**src/rtl/nic8_ctrl_pkg.sv**
```systemverilog
// Shared encodings and default widths for the nic8 run/halt sequencer.
package nic8_ctrl_pkg;

  localparam int NIC8_AW = 8;
  localparam int NIC8_SW = 8;
  localparam int NIC8_CW = 16;

  typedef enum logic [1:0] {
    ST_HALT = 2'd0,
    ST_RUN  = 2'd1,
    ST_STEP = 2'd2,
    ST_BRK  = 2'd3
  } run_state_e;

endpackage

```
**src/rtl/bp_match.sv**
```systemverilog
// Address comparator for a breakpoint (or watchpoint); skip masks one match.
module bp_match #(
  parameter int AW = 8
) (
  input  logic [AW-1:0] addr,
  input  logic [AW-1:0] bp_addr,
  input  logic          bp_en,
  input  logic          skip,
  output logic          bp_fire
);

  assign bp_fire = bp_en && (addr == bp_addr) && !skip;

endmodule

```
**src/rtl/run_control.sv**
```systemverilog
// Run/halt/single-step sequencer producing the nic8 datapath clock enable.
module run_control
  import nic8_ctrl_pkg::*;
#(
  parameter int AW = NIC8_AW,
  parameter int SW = NIC8_SW,
  parameter int CW = NIC8_CW
) (
  input  logic          clk,
  input  logic          reset_n,
  input  logic          run_cmd,
  input  logic          halt_cmd,
  input  logic          step_cmd,
  input  logic [SW-1:0] step_n,
  input  logic          bp_en,
  input  logic [AW-1:0] bp_addr,
  input  logic          clr_count,
  input  logic [AW-1:0] pc,
  output logic          cpu_en,
  output logic [1:0]    state,
  output logic          halted,
  output logic          bp_hit,
  output logic [CW-1:0] cycles
);

  run_state_e    state_q, state_d;
  logic [SW-1:0] step_rem_q, step_rem_d;
  logic          skip_q, skip_d;
  logic          bp_hit_q, bp_hit_d;
  logic [CW-1:0] cycles_q, cycles_d;
  logic          bp_fire;
  logic [SW-1:0] step_load;

  bp_match #(.AW(AW)) u_bp_match (
    .addr    (pc),
    .bp_addr (bp_addr),
    .bp_en   (bp_en),
    .skip    (skip_q),
    .bp_fire (bp_fire)
  );

  assign cpu_en    = ((state_q == ST_RUN) || (state_q == ST_STEP)) && !bp_fire;
  assign step_load = (step_n == '0) ? SW'(1) : step_n;

  always_comb begin
    state_d    = state_q;
    step_rem_d = step_rem_q;
    skip_d     = skip_q;
    bp_hit_d   = bp_hit_q;
    cycles_d   = cycles_q;

    // skip only shields the first executed instruction after a resume
    if (cpu_en) begin
      skip_d   = 1'b0;
      cycles_d = cycles_q + CW'(1);
    end
    if (clr_count) cycles_d = '0;

    unique case (state_q)
      ST_HALT, ST_BRK: begin
        if (halt_cmd) begin
          state_d = ST_HALT;
        end else if (step_cmd) begin
          state_d    = ST_STEP;
          step_rem_d = step_load;
          skip_d     = 1'b1;
          bp_hit_d   = 1'b0;
        end else if (run_cmd) begin
          state_d  = ST_RUN;
          skip_d   = 1'b1;
          bp_hit_d = 1'b0;
        end
      end
      ST_RUN: begin
        if (halt_cmd) begin
          state_d = ST_HALT;
        end else if (bp_fire) begin
          state_d  = ST_BRK;
          bp_hit_d = 1'b1;
        end else if (step_cmd) begin
          state_d    = ST_STEP;
          step_rem_d = step_load;
        end
      end
      ST_STEP: begin
        if (halt_cmd) begin
          state_d    = ST_HALT;
          step_rem_d = '0;
        end else if (bp_fire) begin
          state_d  = ST_BRK;
          bp_hit_d = 1'b1;
        end else if (step_cmd) begin
          step_rem_d = step_load;
        end else if (run_cmd) begin
          state_d = ST_RUN;
        end else if (cpu_en) begin
          step_rem_d = step_rem_q - SW'(1);
          if (step_rem_q == SW'(1)) state_d = ST_HALT;
        end
      end
      default: state_d = ST_HALT;
    endcase
  end

  always_ff @(posedge clk) begin
    if (!reset_n) begin
      state_q    <= ST_HALT;
      step_rem_q <= '0;
      skip_q     <= 1'b0;
      bp_hit_q   <= 1'b0;
      cycles_q   <= '0;
    end else begin
      state_q    <= state_d;
      step_rem_q <= step_rem_d;
      skip_q     <= skip_d;
      bp_hit_q   <= bp_hit_d;
      cycles_q   <= cycles_d;
    end
  end

  assign state  = state_q;
  assign halted = (state_q == ST_HALT) || (state_q == ST_BRK);
  assign bp_hit = bp_hit_q;
  assign cycles = cycles_q;

endmodule

```
**config.mk**
```make
export PLATFORM = sky130hd
export DESIGN_NAME = run_control
export DESIGN_NICKNAME = d
export VERILOG_FILES = /design/src/rtl/nic8_ctrl_pkg.sv /design/src/rtl/bp_match.sv /design/src/rtl/run_control.sv
export SDC_FILE = /design/constraint.sdc
export NUM_CORES = 1
export LEC_CHECK = 0
export ABC_AREA = 1
export ABC_CLOCK_PERIOD_IN_PS = 1900
export BUFFER_PORTS_ARGS = -buffer_cell sky130_fd_sc_hd__buf_4
export CAP_MARGIN = 20
export CELL_PAD_IN_SITES_DETAIL_PLACEMENT = 0
export CELL_PAD_IN_SITES_GLOBAL_PLACEMENT = 1
export CORE_MARGIN = 1.5
export CORE_UTILIZATION = 37
export CTS_BUF_LIST = sky130_fd_sc_hd__clkbuf_2 sky130_fd_sc_hd__clkbuf_4 sky130_fd_sc_hd__clkbuf_8
export DETAILED_ROUTE_END_ITERATION = 7
export PLACE_DENSITY_LB_ADDON = 0.1
export SLEW_MARGIN = 20
export SYNTH_ARGS = -nofsm -noshare
export SYNTH_HDL_FRONTEND = slang
export SYNTH_SLANG_ARGS = --single-unit
export TNS_END_PERCENT = 20
```
**constraint.sdc**
```tcl
create_clock -name clk -period 1.9 [get_ports clk]
set_clock_uncertainty 0.1 [all_clocks]
set_input_delay 0 -clock clk [delete_from_list [all_inputs] [get_ports clk]]
set_output_delay 0 -clock clk [all_outputs]
set_load 0.1 [all_outputs]
```
==> impl_metrics.py <==
metrics = {
    "yosys": {
        "synthArstFlopShare_pct": 0,
        "synth_area_per_cell_um2": 6.23,
        "seq_area_frac_synth_pct": 28.0,
        "synth.distinct_cells": 28,
        "synth_flop_cell": "dfxtp_1",
        "syn_inst": 321,
        "netlist_area_um2": 2000,
        "synth_xor_area_share_pct": 5.25,
        "yosysWarnings": 0,
        "synthMuxAreaShare_pct": 0,
        "synth_compound_area_share_pct": 10.1,
        "synth_top_area_share_pct": 28.0,
        "synth.most_common_cell": "nand2_1",
        "synth_nets": 357,
        "synth_top_area_cell": "dfxtp_1",
        "netlist_top_cells_count": "85 x nand2_1, 50 x inv_1, 30 x nor2_1",
        "yosys.area_share.simple_pct": 41.2,
        "synthAdderAreaFrac_pct": 3.13,
        "synth_top_family_by_area": "simple AND/OR/NAND/NOR gates",
        "ys_ff_latch": 28,
        "netlist_top_cells_area": "dfxtp_1 28%, nand2_1 16%, inv_1 9.4%, nor2_1 5.6%, a21oi_1 4.5%",
        "synth_edf_count": 0,
    },
    "critical_path": {
        "cp-end-kind": "primary output",
        "reg2reg_from": "state[0]$_SDFFE_PN0P_",
        "critPathBufInv": 4,
        "cp_top_family": "buffers and inverters",
        "critical_path_class": "reg -> out",
        "cp_common_cell": "inv_2",
        "reg2reg_slack_ns": 0.15,
        "worst_ep_arrival_time_ns": 1.68,
        "critPathMaxStageDelay_ns": 0.37,
        "cp.depth": 6,
        "rr_endpoint": "step_rem_q[3]$_SDFFE_PN0P_",
        "path_max_fanout": 16,
        "cp_cell_sequence": "inv_2, ha_4, inv_4, nand2_4, inv_2, buf_4",
        "rr_worst_depth": 11,
        "cpMaxStageDelayCell": "dfxtp_4",
        "crit_required_ns": 1.80,
        "crit_path_start_kind": "flip-flop",
    },
    "sta": {
        "tightestPinTransition_ns": 0.451,
        "hold_viol_final": 0,
        "layout_setup_ws_ns": 0.115,
        "slew_violations": 0,
        "period_share_pct": 93.9,
        "fin_crit_ns": 1.78,
        "finalSetupTns_ns": 0,
        "maxSlewHeadroom_pct": 69.7,
        "rsz0062_at_grt": "no",
        "setup_viol": 0,
        "fmax_ghz": 0.560,
    },
    "floorplan": {
        "die_y_um": 76.5,
        "core_area_um2": 5170,
        "dieWidth_um": 76.5,
        "row_count": 26,
        "ios": 52,
        "start_util_pct": 38.7,
        "dieArea_um2": 5860,
    },
    "final_layout": {
        "num-nets-final": 420,
        "area_growth_syn_to_layout_pct": 31.8,
        "antennaDiodeCount": 0,
        "drive_gt1_share_pct": 27.2,
        "regArea_um2": 582,
        "utilization_pct": 51.0,
        "multi_input_area_um2": 1210,
        "nFillCells": 546,
    },
    "hold_path": {
        "hp-start": "clr_count",
        "hold_depth": 5,
        "hold_end": "cycles[6]$_SDFFE_PP0P_",
        "min_path_type": "in -> reg",
    },
    "routing": {
        "drt-wirelength-per-cell_um": 11.0,
        "vias": 2109,
        "dr.pass1.iters": 4,
        "drt_iter0_markers": 70,
        "wl_um": 5000,
        "via_per_inst": 4.66,
        "drtAntennaViolNets": 0,
        "drc": 0,
    },
    "clocking": {
        "cts_sinks": 28,
        "cts_max_level": 1,
        "cts_buffer_depth": 2,
        "insertion_delay_ns": 0.28,
        "post_cts_resized": 0,
        "cts_hold_buf": 5,
        "cts_tree": "yes",
        "cts_setup_buffers": 0,
        "path_clk_slew_ns": 0.11,
        "clock-root-buffer": "clkbuf_8",
        "tritoncts.num_buffers": 3,
    },
    "global_route": {
        "grt_pass1_wl_um": 8840,
        "grt_pass1_vias": 1994,
        "grt_overflow": 0,
        "grt_max_degree": 17,
        "grtUsageTotal_pct": 18.2,
        "antenna_found_initial": 0,
    },
    "power": {
        "power_density_nw_per_um2": 1140,
        "peakVddDrop_v": 0.00102,
        "power.leakage_uw": 0.00123,
    },
    "place": {
        "dp_hpwl_um": 3950,
        "place_ws_ns": 0.169,
        "place_congestion": 0.883,
        "portBuffers": 51,
    },
    "flow_run": {
        "cap_violations": 0,
    },
    "status": {
        "status": "complete, no violations",
    },
}
[placed cells by master (no fill, tap or decap), types with 2 or more instances in the layout]
| cell type | instances |
|---|---|
| o21ai_0 | 13 |
| nor3_1 | 12 |
| xor2_1 | 8 |
| ha_1 | 4 |
| nand3_1 | 16 |
| nand2_1 | 85 |
| dfxtp_1 | 15 |
| o21ai_1 | 2 |
| a22oi_1 | 3 |
| clkbuf_8 | 3 |
| inv_2 | 5 |
| nor2_2 | 11 |
| dfxtp_4 | 2 |
| buf_4 | 57 |
| dlygate4sd3_1 | 5 |
| nand4_1 | 11 |
| dfxtp_2 | 11 |
| nand2_4 | 2 |
| inv_1 | 49 |
| a21oi_1 | 17 |
| xnor2_1 | 4 |
| nand2_2 | 7 |
| nor2_1 | 30 |
[final cells by class]
class                   instances  area share [%]
clock inverters                 1            1.14
repair buffers                 62            18.1
multi-input cells             234            45.9
inverters                      55            7.92
clock buffers                   3            1.57
flip-flops and latches         28            22.1
well taps                      70            3.32
[worst min-delay path: stages]
cell	delay, ns
buf_4	0.08
nor2_1	0.03
buf_4	0.16
nand2_1	0.07
nor2_1	0.03
[metal layers]
metal,wire (um),GRT usage [%],up-vias
met2,2440,33.4,37
met5,0,0,-
met4,21,2.22,0
met3,184,3.35,2
met1,2360,22.7,936
li1,-,-,1134
[power by group]
part	internal (uW)	switching, uW
clock network	282	206
logic	534	1220
registers	691	75.6
total	1510	1500
[flip-flops by register name, indices dropped and copies added (netlist names)]
register	count
bp_hit	1
skip_q	1
state	2
cycles	16
step_rem_q	8
[kinds of logic (layout without fill, tap and decap cells)]
family          after synthesis  count (layout)
buf+inv                      59             121
xor+xnor                     12              12
flops                        28              28
simple gates                179             179
fa+ha+maj                     5               5
compound gates               38              38
[stage by stage]
| stage | power (uW) | cells | cell area (um^2) | hold slack [ns] |
|---|---|---|---|---|
| detailed placement | 2530 | 444 | 2520 | 0.228 |
| global placement | 2540 | 444 | 2520 | 0.222 |
| finish | 3010 | 453 | 2640 | 0.00928 |
| CTS | 3040 | 453 | 2640 | 0.00835 |
| global route | 3230 | 453 | 2640 | 0.0154 |
| floorplan | 2230 | 321 | 2050 | 0.122 |
[worst max-delay path by stage]
stage / from / end / slack, ns
floorplan: state[0]$_SDFFE_PN0P_ / step_rem_q[2]$_SDFFE_PN0P_ / -0.11
global placement: state[0]$_SDFFE_PN0P_ / step_rem_q[4]$_SDFFE_PN0P_ / 0.16
detailed placement: state[0]$_SDFFE_PN0P_ / step_rem_q[3]$_SDFFE_PN0P_ / 0.17
CTS: state[0]$_SDFFE_PN0P_ / cpu_en / 0.09
global route: state[0]$_SDFFE_PN0P_ / step_rem_q[4]$_SDFFE_PN0P_ / 0.02
finish: state[0]$_SDFFE_PN0P_ / cpu_en / 0.12
Power figures use the tool's default switching activity.
